==> src/rtl/deinterleave_accumulator_if.sv <==
// deinterleave_accumulator_if
//   Bundles the two streaming handshakes of the deinterleave accumulator.
//   Lane input side: in_valid, in_ready, in_data (z lanes of W bits).
//   Drain output side: out_valid, out_ready, out_row, out_data (z lanes of AW bits).
//
//   Handshake rule (both sides): a beat transfers on a rising clk edge where
//   valid and ready are both high. The producer holds data stable while
//   valid is high and ready is low. Ready does not depend on valid.
//
//   Modports:
//     master - the environment: drives lane data and the drain ready.
//     slave  - the accumulator: accepts lane data and produces drain beats.
interface deinterleave_accumulator_if #(
    parameter int z  = 8,
    parameter int W  = 8,
    parameter int AW = 9,
    parameter int LS = 2
);
    logic              in_valid;
    logic              in_ready;
    logic [W*z-1:0]    in_data;
    logic              out_valid;
    logic              out_ready;
    logic [LS-1:0]     out_row;
    logic [AW*z-1:0]   out_data;

    modport master (
        output in_valid, in_data, out_ready,
        input  in_ready, out_valid, out_row, out_data
    );

    modport slave (
        input  in_valid, in_data, out_ready,
        output in_ready, out_valid, out_row, out_data
    );
endinterface

==> src/rtl/deinterleave_accumulator.sv <==
// deinterleave_accumulator
//   Backward counterpart of the sweep-change interleaver. Over fo sweeps of
//   p/z beats each, lane k of every beat is added into bank k at the row the
//   forward interleaver read it from: (chunk[k + z*sweep] + c_low) mod p/z.
//   After the last beat the p sums are drained in natural neuron order,
//   z lanes per beat (row r, lane k = neuron r*z + k).
//
//   Parameters: fo (sweeps, power of 2, >= 2), p (neurons), z (lanes),
//               W (signed lane input width), AW (signed accumulator width).
//   Ports:
//     clk        rising-edge clock
//     reset      asynchronous active-low reset
//     sweepstart permutation seed, chunk j = bits [j*LS +: LS]; latched on start
//     start      begin a junction; honoured only in IDLE
//     busy       high whenever the FSM is not IDLE
//     done       one-cycle pulse after the final drain beat
//     dbg_state  current FSM state (IDLE=0, ACCUM=1, DRAIN=2)
//     bus        slave side of deinterleave_accumulator_if (lane in / drain out)
//
//   Build option: define SATURATE_EN to clamp each per-lane add to the AW-bit
//   signed range; otherwise adds wrap modulo 2^AW.
module deinterleave_accumulator #(
    parameter int fo = 2,
    parameter int p  = 32,
    parameter int z  = 8,
    parameter int W  = 8,
    parameter int AW = W + $clog2(fo),
    localparam int LS = $clog2(p / z)
) (
    input  logic                 clk,
    input  logic                 reset,
    input  logic [LS*fo*z-1:0]   sweepstart,
    input  logic                 start,
    output logic                 busy,
    output logic                 done,
    output logic [1:0]           dbg_state,
    deinterleave_accumulator_if.slave bus
);
    localparam int RN  = p / z;
    localparam int CI  = $clog2(fo * p / z);
    localparam int SW  = ((AW > W) ? AW : W) + 1;

    localparam logic [1:0] S_IDLE  = 2'd0;
    localparam logic [1:0] S_ACCUM = 2'd1;
    localparam logic [1:0] S_DRAIN = 2'd2;

    localparam logic signed [SW-1:0] MAXV = {{(SW-AW+1){1'b0}}, {(AW-1){1'b1}}};
    localparam logic signed [SW-1:0] MINV = {{(SW-AW+1){1'b1}}, {(AW-1){1'b0}}};

    logic [1:0]            state;
    logic [CI-1:0]         c;
    logic [LS-1:0]         r;
    logic [LS*fo*z-1:0]    seed;
    logic                  done_q;
    logic signed [AW-1:0]  acc [z][RN];
    logic [LS-1:0]         row_sel [z];
    logic [CI-LS-1:0]      sweep;
    logic                  last_beat;
    logic [AW*z-1:0]       out_data_c;

    // Add one sign-extended lane value to an accumulator in a width that
    // cannot overflow, then either clamp or wrap back to AW bits.
    function automatic logic signed [AW-1:0] add_lane(
        input logic signed [AW-1:0] a,
        input logic signed [W-1:0]  b
    );
        logic signed [SW-1:0] sum;
        sum = $signed({{(SW-AW){a[AW-1]}}, a}) + $signed({{(SW-W){b[W-1]}}, b});
`ifdef SATURATE_EN
        if (sum > MAXV) begin
            return MAXV[AW-1:0];
        end else if (sum < MINV) begin
            return MINV[AW-1:0];
        end else begin
            return sum[AW-1:0];
        end
`else
        return sum[AW-1:0];
`endif
    endfunction

    assign sweep     = c[CI-1:LS];
    assign last_beat = (c == CI'(fo * RN - 1));

    // Scatter row per lane; the LS-bit add wraps naturally mod p/z, so each
    // lane visits every row exactly once per sweep.
    always_comb begin
        for (int k = 0; k < z; k++) begin
            row_sel[k] = seed[(k + z * int'(sweep)) * LS +: LS] + c[LS-1:0];
        end
    end

    always_ff @(posedge clk or negedge reset) begin
        if (!reset) begin
            state  <= S_IDLE;
            c      <= '0;
            r      <= '0;
            seed   <= '0;
            done_q <= 1'b0;
            for (int k = 0; k < z; k++) begin
                for (int j = 0; j < RN; j++) begin
                    acc[k][j] <= '0;
                end
            end
        end else begin
            done_q <= 1'b0;
            case (state)
                S_IDLE: begin
                    if (start) begin
                        seed  <= sweepstart;
                        c     <= '0;
                        r     <= '0;
                        state <= S_ACCUM;
                        for (int k = 0; k < z; k++) begin
                            for (int j = 0; j < RN; j++) begin
                                acc[k][j] <= '0;
                            end
                        end
                    end
                end
                S_ACCUM: begin
                    if (bus.in_valid) begin
                        for (int k = 0; k < z; k++) begin
                            acc[k][row_sel[k]] <= add_lane(acc[k][row_sel[k]],
                                                           bus.in_data[k*W +: W]);
                        end
                        // c wraps to 0 after the last beat since fo*p/z is a power of 2.
                        c <= c + 1'b1;
                        if (last_beat) begin
                            state <= S_DRAIN;
                        end
                    end
                end
                S_DRAIN: begin
                    if (bus.out_ready) begin
                        if (r == LS'(RN - 1)) begin
                            r      <= '0;
                            done_q <= 1'b1;
                            state  <= S_IDLE;
                        end else begin
                            r <= r + 1'b1;
                        end
                    end
                end
                default: state <= S_IDLE;
            endcase
        end
    end

    // Drain data is a select of registered sums by the registered row index,
    // so it is stable for as long as the row is held; zero outside DRAIN.
    always_comb begin
        out_data_c = '0;
        if (state == S_DRAIN) begin
            for (int k = 0; k < z; k++) begin
                out_data_c[k*AW +: AW] = acc[k][r];
            end
        end
    end

    assign bus.in_ready  = (state == S_ACCUM);
    assign bus.out_valid = (state == S_DRAIN);
    assign bus.out_row   = r;
    assign bus.out_data  = out_data_c;
    assign busy          = (state != S_IDLE);
    assign done          = done_q;
    assign dbg_state     = state;
endmodule
==> src/flat_wrapper.sv <==
// flat-port wrapper written by rule: the top's interface ports become plain ports
module deinterleave_accumulator_flat 
#(
    parameter int fo = 2,
    parameter int p  = 32,
    parameter int z  = 8,
    parameter int W  = 8,
    parameter int AW = W + $clog2(fo),
    localparam int LS = $clog2(p / z)
)
  (clk, reset, sweepstart, start, busy, done, dbg_state, bus_in_valid, bus_in_data, bus_out_ready, bus_in_ready, bus_out_valid, bus_out_row, bus_out_data);
  deinterleave_accumulator_if #(.z(z), .W(W), .AW(AW)) bus_i ();
  input  logic clk;
  input  logic reset;
  input  logic [LS*fo*z-1:0] sweepstart;
  input  logic start;
  output logic busy;
  output logic done;
  output logic [1:0] dbg_state;
  input wire logic [$bits(bus_i.in_valid)-1:0] bus_in_valid;
  input wire logic [$bits(bus_i.in_data)-1:0] bus_in_data;
  input wire logic [$bits(bus_i.out_ready)-1:0] bus_out_ready;
  output wire logic [$bits(bus_i.in_ready)-1:0] bus_in_ready;
  output wire logic [$bits(bus_i.out_valid)-1:0] bus_out_valid;
  output wire logic [$bits(bus_i.out_row)-1:0] bus_out_row;
  output wire logic [$bits(bus_i.out_data)-1:0] bus_out_data;
  assign bus_i.in_valid = bus_in_valid;
  assign bus_i.in_data = bus_in_data;
  assign bus_i.out_ready = bus_out_ready;
  assign bus_in_ready = bus_i.in_ready;
  assign bus_out_valid = bus_i.out_valid;
  assign bus_out_row = bus_i.out_row;
  assign bus_out_data = bus_i.out_data;
  deinterleave_accumulator #(.fo(fo), .p(p), .z(z), .W(W), .AW(AW)) u_core (.clk(clk), .reset(reset), .sweepstart(sweepstart), .start(start), .busy(busy), .done(done), .dbg_state(dbg_state), .bus(bus_i));
endmodule
==> config.mk <==
export PLATFORM = sky130hd
export DESIGN_NAME = deinterleave_accumulator_flat
export DESIGN_NICKNAME = d
export VERILOG_FILES = /design/src/rtl/deinterleave_accumulator_if.sv /design/src/rtl/deinterleave_accumulator.sv /design/src/flat_wrapper.sv
export SDC_FILE = /design/constraint.sdc
export NUM_CORES = 1
export LEC_CHECK = 0
export CAP_MARGIN = 25
export CORE_AREA = 2 2 178 180
export DETAILED_ROUTE_END_ITERATION = 12
export DIE_AREA = 0 0 180 182
export PLACE_DENSITY = 0.83
export SLEW_MARGIN = 20
export SYNTH_ARGS = -nofsm -noshare
export SYNTH_HDL_FRONTEND = slang
export SYNTH_SLANG_ARGS = --single-unit
==> constraint.sdc <==
create_clock -name clk -period 12 [get_ports clk]
set_input_delay 1.8 -clock clk [delete_from_list [all_inputs] [get_ports clk]]
set_output_delay 1.8 -clock clk [all_outputs]
set_load 0.02 [all_outputs]
Yosys cells after proc, flatten, opt, wreduce, memory -nomap -nowiden
Cells that the tools add are included.

cells by class
  muxes and demuxes = 92
  shift operators = 8
  magnitude comparators = 17
  equal/unequal tests = 9
  add/sub/neg operators = 25
  bitwise gates (word level) = 9
  reductions and logical operators = 16

operator list
  kind                 number
  $mux 288             2
  $pmux 288 s2         1
  $mux 9               40
  $bmux 9 s2           16
  $bwmux 36            8
  $shiftx 32x32->2     7
  $demux 9 s2          8
  $add 9x8->9          8
  $mux 72              1
  $shiftx 32x6->2      1
  $ge 3x3->1 const B   9
  $not 2->3            9
  $lt 3x1->1 const B   8
  $add 3x4->5 const A  4
  $add 2x2->2          8
  $mux 2               8
  $add 2x4->5 const A  2
  $logic_and 1x1->1    8
  $mux 3               2
  $ne 2x2->1 const B   3
  $pmux 2 s3           1
  $pmux 3 s2           1
  $reduce_and 3->1     2
  $reduce_bool 2->1    3
  12 further kinds     16

word-level totals
  input bits = 101
  bits in registers = 328

Logic depth before layout (Yosys ltp)
  depth in word-level cells = 11
  mapped depth = 17
  gate-level depth less buffers = 14

Worst setup path before layout
OpenSTA, ideal clock, no wires.

  kind = register to register
  start = register u_core.c[2]
  end = register u_core.acc[188] (netlist bit)
  cell stages (with the launch flop) = 15
  clock period less this slack = 4.181 ns
  buffers on the path = 3
  data arrival time = 4.049 ns
  setup slack = 7.819 ns
  cell sequence = dfrtp_1 > buf_6 > buf_6 > mux2_2 > ha_1 > buf_1 > mux4_2 > ha_1 > fa_1 > nand3_1 > a21boi_0 > or4b_1 > o211ai_1 > xnor2_1 > o21ai_0

on the way
  word-level cells in the longest chain between the ends = 11
  elaborated cells between the ends (all ways) = 16
  those cells by class = 3 x add/sub; 2 x order compare; 1 x shift; 8 x mux; 1 x bitwise; 1 x reduce/logical

RTL lines
  what                                                                      line                                                             RTL
  start, declared                                                           deinterleave_accumulator.sv:51                                   logic [CI-1:0] c;
  start signal, assigned                                                    deinterleave_accumulator.sv:128                                  c <= c + 1'b1;
  $add 2x4->5 *                                                             deinterleave_accumulator.sv:89                                   row_sel[k] = seed[(k + z * int'(sweep)) * LS +: LS] + c[LS-1:0];
  $shiftx 32x32->2 *                                                        deinterleave_accumulator.sv:89
  $add 2x2->2 *                                                             deinterleave_accumulator.sv:89
  $not 2->3 (not written as such) *                                         deinterleave_accumulator.sv:124                                  acc[k][row_sel[k]] <= add_lane(acc[k][row_sel[k]],
  $bmux 9 s2 (tied with other cells)                                        deinterleave_accumulator.sv:124
  $mux 9 (not written as such) / $logic_and 1x1->1 (equally long branches)  deinterleave_accumulator.sv:124
  $mux 9 (not written as such)                                              deinterleave_accumulator.sv:124
  $add 9x8->9 / $demux 9 s2 (equally long branches)                         deinterleave_accumulator.sv:68, deinterleave_accumulator.sv:124
  $bwmux 36 *                                                               deinterleave_accumulator.sv:124
  $mux 288 *                                                                deinterleave_accumulator.sv:122                                  if (bus.in_valid) begin
  $pmux 288 s2 *                                                            deinterleave_accumulator.sv:107                                  case (state)
  end signal, assigned by index                                             deinterleave_accumulator.sv:124
  end, declared                                                             deinterleave_accumulator.sv:55                                   logic signed [AW-1:0] acc [z][RN];

Mark *: on every way between the ends. The rest lies on a longest branch, timed or not. The select of a mux whose other input is x is not followed.
A chain may end at the register's enable or synchronous reset.

Worst setup path in the final report
  start = register u_core.r[0], in the netlist u_core.bus.out_row[0]
  end = output port bus_out_data[60]

on the way
  word-level cells in the longest chain between the ends = 5

RTL lines
  what                                       line                             RTL
  start, declared                            deinterleave_accumulator.sv:52   logic [LS-1:0] r;
  start signal, assigned                     deinterleave_accumulator.sv:141  r <= r + 1'b1;
  $not 2->3 (not written as such)            deinterleave_accumulator.sv:156  out_data_c[k*AW +: AW] = acc[k][r];
  $bmux 9 s2                                 deinterleave_accumulator.sv:156
  $mux 9 (not written as such) (2 in a row)  deinterleave_accumulator.sv:156
  $mux 72                                    deinterleave_accumulator.sv:154  if (state == S_DRAIN) begin
  end, declared                              flat_wrapper.sv:26               output wire logic [$bits(bus_i.out_data)-1:0] bus_out_data;

No other way between the ends. The select of a mux whose other input is x is not followed.

==> impl_metrics.xml <==
<?xml version="1.0" encoding="UTF-8"?>
<metrics>
  <group name="outcome">
    <metric name="run_status" unit="">finished, final reports clean</metric>
  </group>
  <group name="yosys">
    <metric name="syn-instance-count" unit="">1787</metric>
    <metric name="yosys_register_bits" unit="">328</metric>
    <metric name="synth.yosys.warnings" unit="">0</metric>
    <metric name="synth_top_family_by_area" unit="">multiplexers</metric>
    <metric name="synth_enable_flop_cells" unit="">0</metric>
    <metric name="syn_avg_cell_area" unit="µm²">10.8</metric>
    <metric name="mux_cell_area_share_after_synthesis" unit="%">17.9</metric>
    <metric name="yosysMostFrequentCell" unit="">sky130_fd_sc_hd__dfrtp_1</metric>
    <metric name="syn-num-nets" unit="">1979</metric>
    <metric name="synthXorXnorAreaFrac" unit="%">3.39</metric>
    <metric name="synth_largest_area_cell" unit="">sky130_fd_sc_hd__dfrtp_1</metric>
    <metric name="synth_async_sr_flop_share" unit="%">100</metric>
    <metric name="synthFlopType" unit="">sky130_fd_sc_hd__dfrtp_1</metric>
    <metric name="yosys-top-cells-area" unit="">sky130_fd_sc_hd__dfrtp_1 43%, sky130_fd_sc_hd__mux4_2 17%, sky130_fd_sc_hd__nand3_1 7.5%</metric>
    <metric name="netlist_area" unit="µm²">19200</metric>
    <metric name="synth_compound_area_share" unit="%">11.6</metric>
    <metric name="register_area_share_after_synthesis" unit="%">42.6</metric>
    <metric name="ranking_of_synthesized_cells_by_instance_count" unit="">328 x sky130_fd_sc_hd__dfrtp_1, 287 x sky130_fd_sc_hd__nand3_1, 279 x sky130_fd_sc_hd__o21ai_0</metric>
    <metric name="post_synth_and_or_nand_nor_area_fraction" unit="%">14.9</metric>
    <metric name="post_synth_fa_ha_maj_area_fraction" unit="%">6.23</metric>
    <metric name="synth_top_area_share" unit="%">42.6</metric>
    <metric name="post_synth_num_cell_types" unit="">48</metric>
  </group>
  <group name="global_route">
    <metric name="initial_antenna_violation_count" unit="">4</metric>
    <metric name="first_global_vias" unit="">15600</metric>
    <metric name="largest_net_degree_at_the_start_of_global_routing" unit="">269</metric>
    <metric name="global_route.overflow_total" unit="">0</metric>
    <metric name="first_pass_grt_wire_length" unit="µm">79700</metric>
    <metric name="grt_usage" unit="%">30.1</metric>
  </group>
  <group name="worst_setup_path">
    <metric name="criticalPathCategory" unit="">reg2out</metric>
    <metric name="worstPathBufferInverterCount" unit="">2</metric>
    <metric name="worst_path_largest_cell_delay" unit="ns">1.06</metric>
    <metric name="timing.critical_path.max_delay_family" unit="">buffers and inverters</metric>
    <metric name="worst-path-max-fanout" unit="">46</metric>
    <metric name="worstSetupEndpointType" unit="">output pin</metric>
    <metric name="cp_cell_sequence" unit="">buf_4 &gt; mux4_2 &gt; and2_1 &gt; clkdlybuf4s50_1</metric>
    <metric name="required" unit="ns">10.20</metric>
    <metric name="worstRegToRegCells" unit="">11</metric>
    <metric name="cp.arrival" unit="ns">3.67</metric>
    <metric name="worstSetupPathDepth" unit="">4</metric>
    <metric name="critPathLaunchType" unit="">register</metric>
    <metric name="cpMaxStageDelayCell" unit="">sky130_fd_sc_hd__dfrtp_4</metric>
  </group>
  <group name="detailed_routing">
    <metric name="remaining_drc_errors" unit="">0</metric>
    <metric name="drt-vias-per-instance" unit="">6.62</metric>
    <metric name="post_drt_wl_per_cell" unit="µm">21.1</metric>
    <metric name="detail-route-antenna-nets" unit="">0</metric>
    <metric name="detailedRoute.firstPassIterationCount" unit="">7</metric>
    <metric name="route.final.wire_length" unit="µm">49100</metric>
    <metric name="vias" unit="">15400</metric>
    <metric name="drt_first_iter_violations" unit="">1357</metric>
  </group>
  <group name="layout">
    <metric name="num-fill-cells" unit="">2049</metric>
    <metric name="final_layout_size_suffix_gt1_share" unit="%">12.4</metric>
    <metric name="fin_nets" unit="">2092</metric>
    <metric name="flow.area_growth_from_synthesis" unit="%">17.2</metric>
  </group>
  <group name="floorplanning">
    <metric name="std_cell_rows" unit="">65</metric>
    <metric name="num_io_pins" unit="">181</metric>
    <metric name="placeableCoreArea" unit="µm²">31000</metric>
    <metric name="start_util" unit="%">62.1</metric>
    <metric name="die_h" unit="µm">182</metric>
    <metric name="die_width" unit="µm">180</metric>
    <metric name="fp.dieArea" unit="µm²">32800</metric>
  </group>
  <group name="clocking">
    <metric name="clkLatencyLatePin" unit="ns">0.52</metric>
    <metric name="clk_pin_slew_worst_paths" unit="ns">0.06</metric>
    <metric name="postCtsSetupRepairBufs" unit="">0</metric>
    <metric name="cts.hold.buffers_added" unit="">0</metric>
    <metric name="cts_resized" unit="">0</metric>
    <metric name="tritoncts_clock_tree" unit="">done</metric>
    <metric name="cts-buffers-inserted" unit="">37</metric>
    <metric name="ctsRootBufferMaster" unit="">sky130_fd_sc_hd__clkbuf_16</metric>
    <metric name="cts_max_path_buffers" unit="">3</metric>
    <metric name="htreeDepth" unit="">2</metric>
    <metric name="clkSinkCount" unit="">328</metric>
  </group>
  <group name="run">
    <metric name="drv_cap" unit="">0</metric>
  </group>
  <group name="hold_path">
    <metric name="worst_hold_path_type" unit="">reg2reg</metric>
    <metric name="timing.hold.worst_path_depth" unit="">2</metric>
  </group>
  <group name="sta">
    <metric name="fmax" unit="MHz">183</metric>
    <metric name="timing_max_transition_violations_final" unit="">0</metric>
    <metric name="min_period" unit="ns">5.47</metric>
    <metric name="setup_viol" unit="">0</metric>
    <metric name="final-hold-violation-count" unit="">0</metric>
    <metric name="timing.max_slew.rel_slack" unit="%">28.8</metric>
    <metric name="rsz0062_at_grt" unit="">false</metric>
    <metric name="tns" unit="ns">0</metric>
    <metric name="clock_skew" unit="ns">0.0153</metric>
    <metric name="ratio_of_final_minimum_period_to_clock_period" unit="%">45.6</metric>
    <metric name="tightestPinTransition" unit="ns">1.07</metric>
  </group>
  <group name="placement">
    <metric name="port-buffer-count" unit="">180</metric>
    <metric name="dpl.hpwl" unit="µm">31600</metric>
    <metric name="gp_congestion" unit="">0.886</metric>
  </group>
</metrics>
-- routing by layer --
metal | wire, µm | global-route usage, % | part of all wire (%) | vias up
met2 | 23900 | 49.3 | 49 | 690
met4 | 1940 | 12.9 | 4.0 | 2
met1 | 19800 | 40.5 | 40 | 7754
met3 | 3500 | 4.71 | 7.1 | 134
met5 | 13 | 0 | 0.026 | -
li1 | - | - | - | 6856
-- placed cells by master (no fill, tap or decap), types with 9 or more instances in the layout --
cell	count
sky130_fd_sc_hd__a21o_1	10
sky130_fd_sc_hd__a21oi_1	28
sky130_fd_sc_hd__a32o_1	27
sky130_fd_sc_hd__and2_1	77
sky130_fd_sc_hd__buf_4	15
sky130_fd_sc_hd__clkbuf_1	10
sky130_fd_sc_hd__clkbuf_16	39
sky130_fd_sc_hd__clkbuf_8	9
sky130_fd_sc_hd__clkdlybuf4s50_1	179
sky130_fd_sc_hd__dfrtp_1	326
sky130_fd_sc_hd__ha_1	83
sky130_fd_sc_hd__inv_1	33
sky130_fd_sc_hd__mux2i_1	13
sky130_fd_sc_hd__mux4_2	143
sky130_fd_sc_hd__nand2_1	135
sky130_fd_sc_hd__nand2b_1	9
sky130_fd_sc_hd__nand3_1	287
sky130_fd_sc_hd__nor2_1	32
sky130_fd_sc_hd__nor3_1	15
sky130_fd_sc_hd__o21ai_0	279
sky130_fd_sc_hd__o21ai_1	9
sky130_fd_sc_hd__xnor2_1	44
sky130_fd_sc_hd__xor2_1	24
-- cell families (layout without fill, tap and decap cells) --
kind of cell    after synthesis  count (layout)
simple gates                584             584
compound gates              390             390
flops                       328             328
mux                         164             164
buf+inv                     158             299
fa+ha+maj                    91              91
xor+xnor                     72              72
other cells                   0               3
-- final timing paths --
kind,from,slack (ns),end
worst max-delay path,u_core.bus.out_row[0],6.53,bus_out_data[60]
worst min-delay path,u_core.seed[20],0.47,u_core.seed[20]
worst max register to register,u_core.c[2],7.10,u_core.acc[242]
worst min register to register,u_core.seed[20],0.47,u_core.seed[20]
max in group asynchronous,reset,8.71,u_core.seed[0]
min in group asynchronous,reset,1.32,u_core.acc[16]
-- final cells by class --
cell class,count,area [µm²],area share [%]
well taps,402,503,2.23
multi-input cells,1301,10400,46.1
flip-flops and latches,328,8220,36.4
clock inverters,9,149,0.660
repair buffers,199,2010,8.93
diodes,3,7.51,0.0333
clock buffers,58,1140,5.04
inverters,33,124,0.549
-- worst reg2reg max path, delay by kind of cell, from the launching register on --
kind	cells	cell delay [ns]
and+or+nand+nor	2	0.65
xor gates and xnor gates	1	0.24
DFF	1	0.96
AOI/OAI and AO/OA	3	0.47
muxes	2	1.02
adders and majority gates	3	1.40
-- stage by stage --
step / instance area [µm²] / hold slack, ns / std cells / utilization [%] / worst slack (ns)
floorplan: 19200 / 0.440 / 1787 / - / 7.82
global placement: 21200 / 0.453 / 2260 / 68.4 / 6.98
detailed placement: 21200 / 0.458 / 2260 / 68.4 / 7.01
CTS: 22500 / 0.473 / 2327 / 72.5 / 6.45
global route: 22600 / 0.501 / 2333 / 72.8 / 6.28
finish: 22600 / 0.470 / 2333 / 72.8 / 6.53
-- flip-flops by register name, indices dropped and copies added, names as in the netlist --
| name | flops |
|---|---|
| u_core.acc | 288 |
| u_core.bus.out_row | 2 |
| u_core.c | 3 |
| u_core.dbg_state | 2 |
| u_core.done | 1 |
| u_core.seed | 32 |
Power is left out: the tool's default activity adds up to more than one toggle a clock period on the data nets, which glitch-free logic cannot reach.
